--- config.mk ---
export PLATFORM = sky130hd
export DESIGN_NAME = char_console_writer
export DESIGN_NICKNAME = d
export VERILOG_FILES = /design/src/rtl/char_console_writer_pkg.sv /design/src/rtl/char_console_writer.sv
export SDC_FILE = /design/constraint.sdc
export NUM_CORES = 1
export LEC_CHECK = 0
export ABC_AREA = 1
export ABC_CLOCK_PERIOD_IN_PS = 1900
export CAP_MARGIN = 20
export CELL_PAD_IN_SITES_DETAIL_PLACEMENT = 1
export CELL_PAD_IN_SITES_GLOBAL_PLACEMENT = 2
export CORE_MARGIN = 2
export CORE_UTILIZATION = 28
export DETAILED_ROUTE_END_ITERATION = 10
export GPL_ROUTABILITY_DRIVEN = 0
export GPL_TIMING_DRIVEN = 0
export PLACE_DENSITY = 0.82
export SYNTH_ARGS = -nofsm -noshare
export SYNTH_HDL_FRONTEND = slang
export SYNTH_SLANG_ARGS = --single-unit
--- constraint.sdc ---
create_clock -name CLK -period 1.9 [get_ports CLK]
set_input_delay 0.285 -clock CLK [delete_from_list [all_inputs] [get_ports CLK]]
set_output_delay 0.285 -clock CLK [all_outputs]
set_load 0.03 [all_outputs]
--- src/rtl/char_console_writer_pkg.sv ---
// Shared constants and types for the character console writer: ASCII control
// codes, screen geometry defaults and the writer state encoding.
package char_console_writer_pkg;

    localparam int          DEF_COLS  = 80;
    localparam int          DEF_ROWS  = 25;
    localparam int          DEF_TAB_W = 8;
    localparam logic [7:0]  DEF_BLANK = 8'h20;

    // The character RAM is 2048 deep, so every address fits in 11 bits.
    localparam int          ADDR_W    = 11;

    localparam logic [7:0]  ASCII_BS    = 8'h08;
    localparam logic [7:0]  ASCII_TAB   = 8'h09;
    localparam logic [7:0]  ASCII_LF    = 8'h0A;
    localparam logic [7:0]  ASCII_FF    = 8'h0C;
    localparam logic [7:0]  ASCII_CR    = 8'h0D;
    localparam logic [7:0]  ASCII_SPACE = 8'h20;
    localparam logic [7:0]  PRINT_MIN   = 8'h20;
    localparam logic [7:0]  PRINT_MAX   = 8'h7E;

    typedef enum logic {
        CLEAR = 1'b0,
        IDLE  = 1'b1
    } state_t;

endpackage

--- src/rtl/char_console_writer.sv ---
// Turns an ASCII byte stream into character RAM write strobes, tracks the text
// cursor, and sweeps the whole screen with BLANK after reset or on request.
module char_console_writer
    import char_console_writer_pkg::*;
#(
    parameter int         COLS  = DEF_COLS,
    parameter int         ROWS  = DEF_ROWS,
    parameter logic [7:0] BLANK = DEF_BLANK,
    parameter int         TAB_W = DEF_TAB_W
) (
    input  logic                      CLK,
    input  logic                      RST_N,
    input  logic [7:0]                in_data,
    input  logic                      in_valid,
    output logic                      in_ready,
    input  logic                      clear_req,
    output logic [ADDR_W-1:0]         write_character_pos,
    output logic [7:0]                write_character,
    output logic                      write_strobe,
    output logic [ADDR_W-1:0]         cursor_pos,
    output logic [$clog2(ROWS)-1:0]   cursor_row,
    output logic [$clog2(COLS)-1:0]   cursor_col,
    output logic                      busy
);

    localparam int COL_W = $clog2(COLS);
    localparam int ROW_W = $clog2(ROWS);

    localparam logic [ADDR_W-1:0] LAST_ADDR = ADDR_W'(COLS * ROWS - 1);
    localparam logic [ADDR_W-1:0] COLS_A    = ADDR_W'(COLS);
    localparam logic [ADDR_W-1:0] ONE_A     = ADDR_W'(1);
    localparam logic [COL_W-1:0]  COL_MAX   = COL_W'(COLS - 1);
    localparam logic [COL_W-1:0]  ONE_C     = COL_W'(1);
    localparam logic [ROW_W-1:0]  ROW_MAX   = ROW_W'(ROWS - 1);
    localparam logic [ROW_W-1:0]  ONE_R     = ROW_W'(1);
    localparam logic [COL_W:0]    TAB_MASK  = (COL_W + 1)'(TAB_W - 1);
    localparam logic [COL_W:0]    COLS_E    = (COL_W + 1)'(COLS);
    localparam logic [COL_W:0]    ONE_E     = (COL_W + 1)'(1);

    state_t              state_reg, state_next;
    logic [ADDR_W-1:0]   wr_pos_reg, wr_pos_next;
    logic [7:0]          wr_data_reg, wr_data_next;
    logic                wr_strobe_reg, wr_strobe_next;
    logic [ADDR_W-1:0]   pos_reg, pos_next;
    logic [ADDR_W-1:0]   row_base_reg, row_base_next;
    logic [ROW_W-1:0]    row_reg, row_next;
    logic [COL_W-1:0]    col_reg, col_next;

    logic                row_wrap;
    logic [ROW_W-1:0]    row_inc;
    logic [ADDR_W-1:0]   base_inc;
    logic [COL_W:0]      tab_col;

    // Next-line values shared by LF, TAB overflow and printable wrap.
    assign row_wrap = (row_reg == ROW_MAX);
    assign row_inc  = row_wrap ? '0 : row_reg + ONE_R;
    assign base_inc = row_wrap ? '0 : row_base_reg + COLS_A;
    assign tab_col  = ({1'b0, col_reg} | TAB_MASK) + ONE_E;

    assign in_ready            = (state_reg == IDLE) && !clear_req;
    assign busy                = (state_reg == CLEAR);
    assign write_character_pos = wr_pos_reg;
    assign write_character     = wr_data_reg;
    assign write_strobe        = wr_strobe_reg;
    assign cursor_pos          = pos_reg;
    assign cursor_row          = row_reg;
    assign cursor_col          = col_reg;

    always_ff @(posedge CLK or negedge RST_N) begin
        if (!RST_N) begin
            state_reg     <= CLEAR;
            wr_pos_reg    <= '0;
            wr_data_reg   <= '0;
            wr_strobe_reg <= 1'b0;
            pos_reg       <= '0;
            row_base_reg  <= '0;
            row_reg       <= '0;
            col_reg       <= '0;
        end else begin
            state_reg     <= state_next;
            wr_pos_reg    <= wr_pos_next;
            wr_data_reg   <= wr_data_next;
            wr_strobe_reg <= wr_strobe_next;
            pos_reg       <= pos_next;
            row_base_reg  <= row_base_next;
            row_reg       <= row_next;
            col_reg       <= col_next;
        end
    end

    always_comb begin
        state_next     = state_reg;
        wr_pos_next    = wr_pos_reg;
        wr_data_next   = wr_data_reg;
        wr_strobe_next = 1'b0;
        pos_next       = pos_reg;
        row_base_next  = row_base_reg;
        row_next       = row_reg;
        col_next       = col_reg;

        case (state_reg)
            CLEAR: begin
                // The write address doubles as the clear counter; a low strobe
                // marks the first sweep cycle, which must write address 0.
                if (wr_strobe_reg && (wr_pos_reg == LAST_ADDR)) begin
                    state_next    = IDLE;
                    pos_next      = '0;
                    row_base_next = '0;
                    row_next      = '0;
                    col_next      = '0;
                end else begin
                    wr_strobe_next = 1'b1;
                    wr_data_next   = BLANK;
                    wr_pos_next    = wr_strobe_reg ? wr_pos_reg + ONE_A : '0;
                end
            end
            IDLE: begin
                if (clear_req) begin
                    state_next  = CLEAR;
                    wr_pos_next = '0;
                end else if (in_valid) begin
                    case (in_data)
                        ASCII_LF: begin
                            col_next      = '0;
                            row_next      = row_inc;
                            row_base_next = base_inc;
                            pos_next      = base_inc;
                        end
                        ASCII_CR: begin
                            col_next = '0;
                            pos_next = row_base_reg;
                        end
                        ASCII_BS: begin
                            if (col_reg != '0) begin
                                col_next       = col_reg - ONE_C;
                                pos_next       = pos_reg - ONE_A;
                                wr_strobe_next = 1'b1;
                                wr_pos_next    = pos_reg - ONE_A;
                                wr_data_next   = BLANK;
                            end
                        end
                        ASCII_TAB: begin
                            if (tab_col >= COLS_E) begin
                                col_next      = '0;
                                row_next      = row_inc;
                                row_base_next = base_inc;
                                pos_next      = base_inc;
                            end else begin
                                col_next = tab_col[COL_W-1:0];
                                pos_next = row_base_reg + ADDR_W'(tab_col);
                            end
                        end
                        ASCII_FF: begin
                            state_next  = CLEAR;
                            wr_pos_next = '0;
                        end
                        default: begin
                            if ((in_data >= PRINT_MIN) && (in_data <= PRINT_MAX)) begin
                                wr_strobe_next = 1'b1;
                                wr_pos_next    = pos_reg;
                                wr_data_next   = in_data;
                                if (col_reg == COL_MAX) begin
                                    col_next      = '0;
                                    row_next      = row_inc;
                                    row_base_next = base_inc;
                                    pos_next      = base_inc;
                                end else begin
                                    col_next = col_reg + ONE_C;
                                    pos_next = pos_reg + ONE_A;
                                end
                            end
                        end
                    endcase
                end
            end
        endcase
    end

endmodule
# After elaboration in Yosys (flattened, before gate mapping)
# Cells that the tools add are included.
# op_classes
order_cmp	3
bitwise	1
eq_ne	26
add_sub_neg	9
muxes	61
reduce_logical	14
# op_table
cell	n
11-bit two-way mux	18
11-bit case mux with 2 select lines	3
11-bit case mux with 3 select lines	2
11-bit case mux with 5 select lines	1
7-bit two-way mux	7
8-bit by 4-bit == test with 1-bit output (second input constant)	5
8-bit two-way mux	5
5-bit two-way mux	7
8-bit case mux with 2 select lines	2
7-bit case mux with 4 select lines	1
11-bit by 1-bit adder with 11-bit output (second input constant)	2
6-bit AND reduction	3
5-bit case mux with 3 select lines	1
7-bit case mux with 2 select lines	1
2-bit != test (second input constant)	6
3-bit != test (second input constant)	4
11-bit by 7-bit adder with 11-bit output (second input constant)	1
11-bit by 8-bit adder with 11-bit output	1
11-bit == test (second input constant)	1
11-bit by 1-bit subtractor with 11-bit output (second input constant)	1
5-bit by 2-bit != test with 1-bit output (second input constant)	2
5-bit case mux with 2 select lines	1
1-bit two-way mux	9
7-bit by 1-bit adder with 8-bit output (second input constant)	1
other kinds (23)	29
# word_totals
output_inout_bits	45
reg_bits	55
elab_cells	122

# Depth between registers and ports, before layout
# depth
word_depth	8
mapped_depth	16

# Worst setup path before layout
# Ideal clock, no wire load.
# synth_timing
kind	reg-to-reg
startpoint	reg col_reg[4], in the netlist cursor_col[4]
endpoint	reg pos_reg[7], in the netlist cursor_pos[7]
n_path_buf	1
synth_period_minus_slack_ns	2.187
required_time_ns	1.783
t_arrival_ns	2.069
stages_incl_launch_ff	14
setup_time_ns	0.117
setup_slack_ns	-0.287
path_cell_list	dfrtp_1 -> buf_4 -> inv_1 -> ha_1 -> inv_1 -> fa_1 -> inv_1 -> a21oi_1 -> xor2_1 -> nand2_1 -> nand2_1 -> nand2_1 -> nand3_1 -> nand2_1
# synth_via
elab_chain_cells	7
elab_cells_between_ends	14
classes_between	add/sub: 2; order compare: 1; eq/ne: 2; mux: 7; reduce/logical: 2
# synth_lines
item	line_no	rtl
start, declared	char_console_writer.sv:47	logic [COL_W-1:0] col_reg, col_next;
start signal, assigned	char_console_writer.sv:87	col_reg <= col_next;
7-bit by 1-bit adder with 8-bit output or 7-bit == test (tied branches)	char_console_writer.sv:58, char_console_writer.sv:162	
11-bit by 8-bit adder with 11-bit output (tied with other cells)	char_console_writer.sv:150	pos_next = row_base_reg + ADDR_W'(tab_col);
11-bit two-way mux, on equally long branches	char_console_writer.sv:143, char_console_writer.sv:158	
11-bit case mux with 5 select lines	char_console_writer.sv:122	case (in_data)
11-bit two-way mux	char_console_writer.sv:121	end else if (in_valid) begin
11-bit two-way mux	char_console_writer.sv:118	if (clear_req) begin
11-bit case mux with 2 select lines	char_console_writer.sv:101	case (state_reg)
end signal, assigned	char_console_writer.sv:84	pos_reg <= pos_next;
end, declared	char_console_writer.sv:44	logic [ADDR_W-1:0] pos_reg, pos_next;
# Parallel ways exist; a longest one is shown, timed or not. The select of a mux whose other input is x is not followed.
# A chain may end at the register's enable or synchronous reset.

# Worst setup path in the final report
# layout_timing
startpoint	reg col_reg[3], in the netlist cursor_col[3]
endpoint	reg pos_reg[10], in the netlist cursor_pos[10]
# The elaborated chain is that of the path after synthesis.

==> flow_metrics.py <==
metrics = {
    "sta": {
        "skew_ns": 0.0102,
        "rsz0062_at_grt": "yes",
        "final_hold_viol_count": 0,
        "timing.fmax_ghz": 0.484,
        "worst_slack_ns": -0.165,
        "slew_violations": 0,
        "worst_pin_slew_ns": 0.808,
        "finalSetupViolCount": 24,
        "min_period_ns": 2.07,
        "post-route-period-util_pct": 109,
        "relSlewSlack_pct": 46.1,
    },
    "synthesis": {
        "syn-cell-area_um2": 5070,
        "ys_ff_latch": 55,
        "synth.distinct_cells": 42,
        "synth_fp_nets": 849,
        "yosysWarnings": 0,
        "ys_seq_area_share_pct": 27.2,
        "async_flop_share_pct": 100,
        "synth_top_flop_cell": "dfrtp_1",
        "postSynthAreaPerCell_um2": 6.18,
        "synthCells": 820,
        "synth_edf_count": 0,
    },
    "clock_tree": {
        "root_buffer": "clkbuf_16",
        "clk_pin_slew_ns": 0.09,
        "cts_num_sinks": 55,
        "cts_tree": "built",
        "clkLatencyLatePin_ns": 0.32,
        "htree_levels": 2,
        "cts_inserted_buffers": 5,
        "cts_hold_buf": 0,
        "clk_path_buf_depth": 2,
    },
    "worst_setup_path": {
        "critPathLaunchType": "register",
        "path_max_fanout": 4,
        "r2r-start": "cursor_col[3]$_DFFE_PN0P_",
        "required_ns": 2.11,
        "critPathCaptureType": "register",
        "startpoint": "cursor_col[3]$_DFFE_PN0P_",
        "path_class": "reg -> reg",
        "cp.arrival_ns": 2.28,
    },
    "final_layout": {
        "nets": 963,
        "syn_to_final_growth_pct": 43.8,
        "diodes": 0,
        "fillers": 2251,
        "finalCoreUtilization_pct": 40.8,
        "drive_above_1_share_pct": 27.2,
    },
    "detailed_routing": {
        "vias_per_cell": 4.92,
        "drtPass1Iterations": 4,
        "ant_nets": 0,
        "via_count": 5726,
        "drtIter0Drc": 193,
        "drc": 0,
        "wl_um": 20100,
        "post_drt_wl_per_cell_um": 17.2,
    },
    "grt": {
        "grt_pass1_wl_um": 31000,
        "grt_max_degree": 56,
        "gr-usage-all-layers_pct": 20.1,
        "grt-ovfl-total": 0,
        "first_global_vias": 5744,
        "antenna_found_initial": 0,
    },
    "floorplanning": {
        "ios": 57,
        "initial_core_util_pct": 28.4,
        "die_y_um": 139,
        "fp.dieArea_um2": 19200,
        "fp-row-count": 49,
        "core_um2": 17800,
        "dieWidth_um": 139,
    },
    "power": {
        "ir_drop_v": 0.000480,
        "p_leak_nw": 3.41,
        "p_per_area_nw_per_um2": 548,
    },
    "worst_hold_path": {
        "hold_class": "in -> async",
    },
    "placed_design": {
        "hpwl_um": 14400,
        "preCtsSetupSlack_ns": -0.646,
        "portBuffers": 56,
    },
    "status": {
        "violations": "setup timing",
        "status": "finished, violations left",
    },
    "job": {
        "cap_viol_max_count": 0,
    },
}
## worst max-delay path, cell delays in order (launching register included)
cell and delay [ns]:
dfrtp_2 0.45, ha_4 0.19, inv_4 0.05, nand2_2 0.05, nand2_2 0.08, inv_2 0.06, ha_4 0.27, a21oi_4 0.16
nand2_2 0.09, nand2_2 0.09, nand2_2 0.07, nand3_2 0.09, nand3_2 0.07, nand2_1 0.07, nand2_1 0.05, nand2_1 0.07
nand2_1 0.06
## timing repair
item	CTS	global route
endpoints found under the setup margin	55	56
setup buffers	35	13
resized for setup	69	139
pin swaps	31	59
cloned	1	3
## synth_stat cells (5+ instances only)
| cell type | instances | share of area, % |
|---|---|---|
| buf_2 | 11 | 1.1 |
| buf_4 | 5 | 0.74 |
| dfrtp_1 | 55 | 27 |
| nor2_1 | 92 | 6.8 |
| inv_2 | 11 | 0.82 |
| ha_1 | 16 | 4.0 |
| o31ai_1 | 6 | 0.89 |
| nand2_1 | 288 | 21 |
| nor2_2 | 8 | 0.99 |
| o211ai_1 | 6 | 0.89 |
| nor3_1 | 8 | 0.79 |
| nand3_1 | 108 | 11 |
| buf_6 | 5 | 1.1 |
| xor2_1 | 9 | 1.6 |
| nand4_1 | 16 | 2.0 |
| a21oi_1 | 16 | 1.6 |
| o21ai_0 | 35 | 3.5 |
| nand2_2 | 9 | 1.1 |
| inv_1 | 75 | 5.6 |
## through the flow
step           std cells  hold slack, ns  instance area, um^2  TNS [ns]  total power, mW
2_1_floorplan        820         -0.0106                 5150   -0.0474             2.31
3_3_place_gp        1105           0.469                 6000   -112.93             2.78
3_5_place_dp        1105           0.431                 5990    -25.56             2.80
4_1_cts             1149          0.0835                 6660    -0.635             3.97
5_1_grt             1164           0.113                 7280     -3.97             4.27
6_report            1164          0.0355                 7280     -1.45             3.99
## cells in the final DEF (no fill, tap or decap), types with 6 or more instances in the layout
cell type	n
nand2_2	41
nand3_2	20
nand4_1	16
nor2_1	77
xor2_1	9
nor3_1	7
o211ai_1	6
nand2_1	240
nand2_4	16
o21ai_0	31
nand3_1	89
clkdlybuf4s50_1	44
ha_4	7
nor2_4	15
dfrtp_1	45
inv_2	13
buf_4	42
ha_1	9
clkbuf_16	8
inv_4	8
buf_6	20
nor2_2	11
dlymetal6s2s_1	6
dfrtp_2	10
a21oi_1	11
inv_1	65
## layer usage
layer  GRT usage [%]  part of all wire [%]  vias to the layer above
met5               0                     0                        -
met4            6.07                   2.6                        0
met2            34.4                    49                       85
met3            3.08                   3.3                       31
li1                -                     -                     2888
met1            26.2                    45                     2722
## final cells by class
cell class | instances | area (um^2) | share of cell area (%)
multi-input combinational | 651 | 3760 | 51.6
sequential | 55 | 1390 | 19.1
timing repair buffer | 107 | 1080 | 14.9
buffer | 26 | 250 | 3.44
tap | 229 | 287 | 3.93
clock buffer | 5 | 125 | 1.72
clock inverter | 3 | 27.5 | 0.378
inverter | 88 | 365 | 5.02
## logic make-up after synthesis
family	synth area share, %
flops	27.2
buf+inv	10.1
fa+ha+maj	4.35
simple gates	48.4
compound gates	8.27
xor+xnor	1.73
## path summary, 6_finish.rpt
kind	end	slack [ns]	depth (start not counted)
worst min register to register	write_character[1]$_DFFE_PN0P_	0.50	2
worst max register to register	cursor_pos[10]$_DFFE_PN0P_	-0.17	16
worst max-delay path	cursor_pos[10]$_DFFE_PN0P_	-0.17	16
max in group asynchronous	cursor_pos[0]$_DFFE_PN0P_	1.26	1
min in group CLK	write_character[2]$_DFFE_PN0P_	0.33	3
worst min-delay path	write_character[4]$_DFFE_PN0P_	0.04	1
## where the power goes
group	switching [mW]	internal, mW
registers	0.198	1.30
clock network	0.542	0.507
logic	0.861	0.586
Note: power is estimated with default switching activity, not from simulation.
